### config.mk
export PLATFORM = sky130hd
export DESIGN_NAME = smb_serial_ctrl_flat
export DESIGN_NICKNAME = d
export VERILOG_FILES = /design/src/rtl/smb_serial_ctrl_if.sv /design/src/rtl/smb_serial_ctrl.sv /design/src/flat_wrapper.sv
export SDC_FILE = /design/constraint.sdc
export NUM_CORES = 1
export LEC_CHECK = 0
export BUFFER_PORTS_ARGS = -buffer_cell sky130_fd_sc_hd__buf_4
export CAP_MARGIN = 20
export CORE_ASPECT_RATIO = 0.75
export CORE_MARGIN = 5
export CORE_UTILIZATION = 40
export CTS_BUF_LIST = sky130_fd_sc_hd__clkbuf_4 sky130_fd_sc_hd__clkbuf_8 sky130_fd_sc_hd__clkbuf_16
export DETAILED_ROUTE_END_ITERATION = 12
export SLEW_MARGIN = 20
export SYNTH_ARGS = -nofsm -noshare
export SYNTH_HDL_FRONTEND = slang
export SYNTH_SLANG_ARGS = --single-unit
### constraint.sdc
create_clock -name clk -period 2.6 [get_ports clk]
set_clock_uncertainty 0.05 [all_clocks]
set_input_delay 0.39 -clock clk [delete_from_list [all_inputs] [get_ports clk]]
set_output_delay 0.39 -clock clk [all_outputs]
set_load 0.01 [all_outputs]
### src/rtl/smb_serial_ctrl_if.sv
// Bus bundle between the serial message controller and the switch box.
interface smb_serial_ctrl_if;
    logic       serIn;
    logic [1:0] LB;
    logic [3:0] shEn;
    logic       serOut;
    logic       busy;
    logic       done;
    logic [3:0] msgCnt0;
    logic [3:0] msgCnt1;
    logic [3:0] msgCnt2;
    logic [3:0] msgCnt3;

    modport master (
        output serIn,
        input  LB, shEn, serOut, busy, done,
        input  msgCnt0, msgCnt1, msgCnt2, msgCnt3
    );

    modport slave (
        input  serIn,
        output LB, shEn, serOut, busy, done,
        output msgCnt0, msgCnt1, msgCnt2, msgCnt3
    );
endinterface

### src/rtl/smb_serial_ctrl.sv
// Serial message controller: decodes start/address/length/data frames,
// steers the data bits to one of four ports and counts delivered messages.
module smb_serial_ctrl (
    input  logic              clk,
    input  logic              rst,
    smb_serial_ctrl_if.slave  bus
);

    typedef enum logic [2:0] {
        IDLE = 3'd0,
        ADDR = 3'd1,
        LEN  = 3'd2,
        DATA = 3'd3,
        DONE = 3'd4
    } state_t;

    state_t     state, state_nx;
    logic [1:0] addr_r;
    logic [1:0] lb_r;
    logic [3:0] len_r;
    logic [2:0] bit_cnt;
    logic [3:0] cnt [4];
    logic [3:0] len_shift;
    logic [3:0] shen_c;
    logic       serout_c;
    logic       busy_c;
    logic       done_c;

    assign len_shift = {len_r[2:0], bus.serIn};

    // State register.
    always_ff @(posedge clk) begin
        if (rst) state <= IDLE;
        else     state <= state_nx;
    end

    // Next-state decode and per-state outputs; outputs forced idle while in reset.
    always_comb begin
        state_nx = state;
        shen_c   = '0;
        serout_c = 1'b0;
        busy_c   = 1'b0;
        done_c   = 1'b0;
        case (state)
            IDLE: begin
                if (!bus.serIn) state_nx = ADDR;
            end
            ADDR: begin
                busy_c = 1'b1;
                if (bit_cnt == 3'd1) state_nx = LEN;
            end
            LEN: begin
                busy_c = 1'b1;
                if (bit_cnt == 3'd3) state_nx = (len_shift != 4'd0) ? DATA : DONE;
            end
            DATA: begin
                busy_c   = 1'b1;
                shen_c   = 4'b0001 << lb_r;
                serout_c = bus.serIn;
                if (len_r == 4'd1) state_nx = DONE;
            end
            DONE: begin
                busy_c   = 1'b1;
                done_c   = 1'b1;
                state_nx = IDLE;
            end
            default: state_nx = IDLE;
        endcase
        if (rst) begin
            shen_c   = '0;
            serout_c = 1'b0;
            busy_c   = 1'b0;
            done_c   = 1'b0;
        end
    end

    // Address/length shift registers, bit counter and per-port message counters.
    always_ff @(posedge clk) begin
        if (rst) begin
            addr_r  <= '0;
            lb_r    <= '0;
            len_r   <= '0;
            bit_cnt <= '0;
            for (int unsigned i = 0; i < 4; i++) cnt[i] <= '0;
        end else begin
            bit_cnt <= (state_nx != state || state == IDLE) ? 3'd0 : bit_cnt + 3'd1;
            case (state)
                ADDR: begin
                    addr_r <= {addr_r[0], bus.serIn};
                    if (bit_cnt == 3'd1) lb_r <= {addr_r[0], bus.serIn};
                end
                LEN:  len_r <= len_shift;
                DATA: len_r <= len_r - 4'd1;
                DONE: cnt[lb_r] <= cnt[lb_r] + 4'd1;
                default: ;
            endcase
        end
    end

    assign bus.LB      = lb_r;
    assign bus.shEn    = shen_c;
    assign bus.serOut  = serout_c;
    assign bus.busy    = busy_c;
    assign bus.done    = done_c;
    assign bus.msgCnt0 = cnt[0];
    assign bus.msgCnt1 = cnt[1];
    assign bus.msgCnt2 = cnt[2];
    assign bus.msgCnt3 = cnt[3];

endmodule

### src/flat_wrapper.sv
// flat-port wrapper written by rule: the top's interface ports become plain ports
module smb_serial_ctrl_flat 
  (clk, rst, bus_serIn, bus_LB, bus_shEn, bus_serOut, bus_busy, bus_done, bus_msgCnt0, bus_msgCnt1, bus_msgCnt2, bus_msgCnt3);
  smb_serial_ctrl_if bus_i ();
  input  logic clk;
  input  logic rst;
  input wire logic [$bits(bus_i.serIn)-1:0] bus_serIn;
  output wire logic [$bits(bus_i.LB)-1:0] bus_LB;
  output wire logic [$bits(bus_i.shEn)-1:0] bus_shEn;
  output wire logic [$bits(bus_i.serOut)-1:0] bus_serOut;
  output wire logic [$bits(bus_i.busy)-1:0] bus_busy;
  output wire logic [$bits(bus_i.done)-1:0] bus_done;
  output wire logic [$bits(bus_i.msgCnt0)-1:0] bus_msgCnt0;
  output wire logic [$bits(bus_i.msgCnt1)-1:0] bus_msgCnt1;
  output wire logic [$bits(bus_i.msgCnt2)-1:0] bus_msgCnt2;
  output wire logic [$bits(bus_i.msgCnt3)-1:0] bus_msgCnt3;
  assign bus_i.serIn = bus_serIn;
  assign bus_LB = bus_i.LB;
  assign bus_shEn = bus_i.shEn;
  assign bus_serOut = bus_i.serOut;
  assign bus_busy = bus_i.busy;
  assign bus_done = bus_i.done;
  assign bus_msgCnt0 = bus_i.msgCnt0;
  assign bus_msgCnt1 = bus_i.msgCnt1;
  assign bus_msgCnt2 = bus_i.msgCnt2;
  assign bus_msgCnt3 = bus_i.msgCnt3;
  smb_serial_ctrl u_core (.clk(clk), .rst(rst), .bus(bus_i));
endmodule
==> results.json <==
{
  "finalSetupTns_ns": 0,
  "dieWidth_microns": 81.1,
  "crit_chain": "inv_1 > or3_1 > nor3b_1 > buf_4",
  "synth_seq_area_share_pct": 51.5,
  "final_nets": 181,
  "fp.dieArea_sq_um": 5140,
  "fp-row-count": 19,
  "synth_area_per_cell_sq_um": 10.5,
  "grt_overflow_total": 0,
  "ys.flop_type": "edfxtp_1",
  "cts_sinks": 31,
  "num_antenna_cells": 0,
  "cp_num_buf_inv": 2,
  "synth-compound-area-share_pct": 9.08,
  "synth.distinct_cells": 38,
  "yosysMostFrequentCell": "nor2_1",
  "syn2layout_area_growth_pct": 23.8,
  "fin_util_pct": 51.3,
  "drv_slew": 0,
  "viasPerCell": 5.05,
  "finalSetupViolCount": 0,
  "final_cell_area_sq_um": 1880,
  "htree_levels": 2,
  "hpwl_microns": 2670,
  "dr.first_iter.drc_count": 185,
  "relSlewSlack_pct": 66.8,
  "clk_path_buf_depth": 2,
  "dieHeight_microns": 63.3,
  "clkTransAtPathRegs_ns": 0.07,
  "crit_family": "simple AND/OR/NAND/NOR gates",
  "core-area_sq_um": 3660,
  "grt_pass1_wl_microns": 5470,
  "synth-simple-area-share_pct": 21.3,
  "combinationalPowerShare_pct": 7.5,
  "whs_ns": 0.336,
  "p_clk_share_pct": 43.9,
  "cts-root-buf": "clkbuf_8",
  "hold_path.class": "in -> reg",
  "cts_hold_buf": 0,
  "max_slew.worst_pin.slew_ns": 0.497,
  "power_frac_seq_pct": 48.7,
  "use_met1_pct": 19.1,
  "cts_buffers": 5,
  "cts_resized": 0,
  "synth_top_family_by_area": "simple AND/OR/NAND/NOR gates",
  "cp-end-kind": "primary output",
  "synth_async_sr_flop_share_pct": 0,
  "critical_path_arrival_ns": 1.87,
  "ys_ff_latch": 31,
  "use_met3_pct": 4.13,
  "p_sw_mw": 0.239,
  "busiest_layer": "met2",
  "post_cts_buffers": 0,
  "syn_nets": 153,
  "met2_usage_pct": 20.7,
  "post_synth_fa_ha_maj_area_fraction_pct": 4.95,
  "first_global_vias": 1106,
  "max_freq_mhz": 433,
  "synth_common_cells": "nor2_1, edfxtp_1, dfxtp_1, inv_1, nand2_1",
  "port_buffers": 27,
  "routed-via-count": 1137,
  "insertion_delay_ns": 0.29,
  "drv_cap": 0,
  "cellLeakagePower_nw": 0.735,
  "grt_max_degree": 17,
  "fill_cells": 343,
  "cp_data_required_time_ns": 2.16,
  "gp_congestion": 0.810,
  "min_period_ns": 2.31,
  "antenna_found_initial": 0,
  "yosysWarnings": 0,
  "yosys-top-cells-area": "edfxtp_1, dfxtp_1, nor2_1, ha_1, mux4_1",
  "p_per_area_nw_per_um2": 593,
  "fin_crit_sh_pct": 88.7,
  "grt_usage_pct": 14.1,
  "muxShareOfSynthArea_pct": 7.10,
  "layout-drive-gt1-share_pct": 23.1,
  "crit_type": "reg -> out",
  "drc_errors": 0,
  "start_kind": "flip-flop",
  "cpMaxStageDelayCell": "dfxtp_1",
  "critPathMaxStageDelay_ns": 0.55,
  "synth-xor-area-share_pct": 2.23,
  "synthesis.area_sq_um": 1520,
  "firstDrtPassIters": 4,
  "postRouteWirelength_microns": 3440,
  "switching_share_pct": 21.5,
  "avgRoutedWirePerCell_microns": 15.3,
  "tritoncts": "yes",
  "path_max_fanout": 12,
  "grt_setup_unrepaired": "false",
  "synth_edf_count": 16,
  "hold_viol": 0,
  "start_util_pct": 41.4,
  "synth_cells": 144,
  "ioPinCount": 28,
  "dpl-instance-area_sq_um": 1760,
  "intPower_mw": 0.873,
  "finalNonFillerCells": 225,
  "status": "complete, no violations",
  "vdd_drop_max_mv": 0.354,
  "placed_cells": 217,
  "postRouteAntennaNets": 0,
  "synth_top_area_cell": "edfxtp_1",
  "yosysTopAreaCellShare_pct": 31.7
}
metrics by stage:
step | setup slack (ns) | total power, mW
global placement | 0.502 | 0.632
detailed placement | 0.575 | 0.636
finish | 0.293 | 1.11
floorplan | 0.726 | 0.602
global route | 0.136 | 1.15
CTS | 0.290 | 1.11
routing by layer:
layer  vias to the layer above  part of all wire (%)  wire (microns)
li1                        570                     -               -
met2                        42                    44            1530
met5                         -                     0               0
met4                         0                   1.7              59
met3                         7                   8.3             287
met1                       518                    45            1560
final timing paths:
| check | start | endpoint | slack [ns] | cells past startpoint |
|---|---|---|---|---|
| setup / recovery | u_core.state[0] | bus_shEn[1] | 0.29 | 4 |
| hold / removal | rst | u_core.len_r[0] | 0.34 | 2 |
| setup reg to reg | flip-flop | u_core.cnt[0][2] | 0.60 | 4 |
| hold reg to reg | u_core.bit_cnt[0] | u_core.bit_cnt[0] | 0.41 | 1 |
area by class of cell:
| class | count | area, sq um | area share [%] |
|---|---|---|---|
| multi-input combinational | 98 | 677 | 36.1 |
| sequential | 31 | 781 | 41.6 |
| clock buffer | 6 | 82.6 | 4.40 |
| tap | 52 | 65.1 | 3.47 |
| timing repair buffer | 27 | 203 | 10.8 |
| clock inverter | 2 | 35.0 | 1.87 |
| inverter | 9 | 33.8 | 1.80 |
power groups by stage:
stage | logic, mW | clock network (mW) | registers, mW
2_1_floorplan | 0.0516 | 0 | 0.550
4_1_cts | 0.0841 | 0.489 | 0.542
3_3_place_gp | 0.0815 | 0 | 0.551
3_5_place_dp | 0.0838 | 0 | 0.552
6_report | 0.0831 | 0.488 | 0.541
5_1_grt | 0.0919 | 0.513 | 0.544
flip-flops by register name, summed over array words and instances, names as in the netlist, named ones only:
register,cells
u_core.bus.LB,2
u_core.bit_cnt,3
u_core.cnt,16
u_core.addr_r,1
u_core.len_r,4
u_core.state,3
logic make-up (layout without fill, tap and decap cells):
family	after synthesis	count (layout)
buffers and inverters	15	44
muxes	5	5
DFF	31	31
AOI/OAI and AO/OA	21	21
xor gates and xnor gates	3	3
adders and majority gates	6	6
and+or+nand+nor	63	63
layout by cell type, fill, tap and decap left out, types with 4 or more instances in the layout:
| master | synthesis | routed |
|---|---|---|
| or3_1 | 4 | 4 |
| nand2_1 | 7 | 7 |
| buf_4 | 0 | 27 |
| nand3b_1 | 4 | 4 |
| dfxtp_1 | 15 | 15 |
| nor2_1 | 27 | 27 |
| inv_1 | 9 | 9 |
| a21oi_1 | 6 | 6 |
| clkbuf_8 | 0 | 6 |
| nor3b_1 | 4 | 4 |
| ha_1 | 6 | 6 |
| edfxtp_1 | 16 | 16 |
| nand2b_1 | 5 | 5 |
No activity file was read; power rests on OpenSTA's default activity.
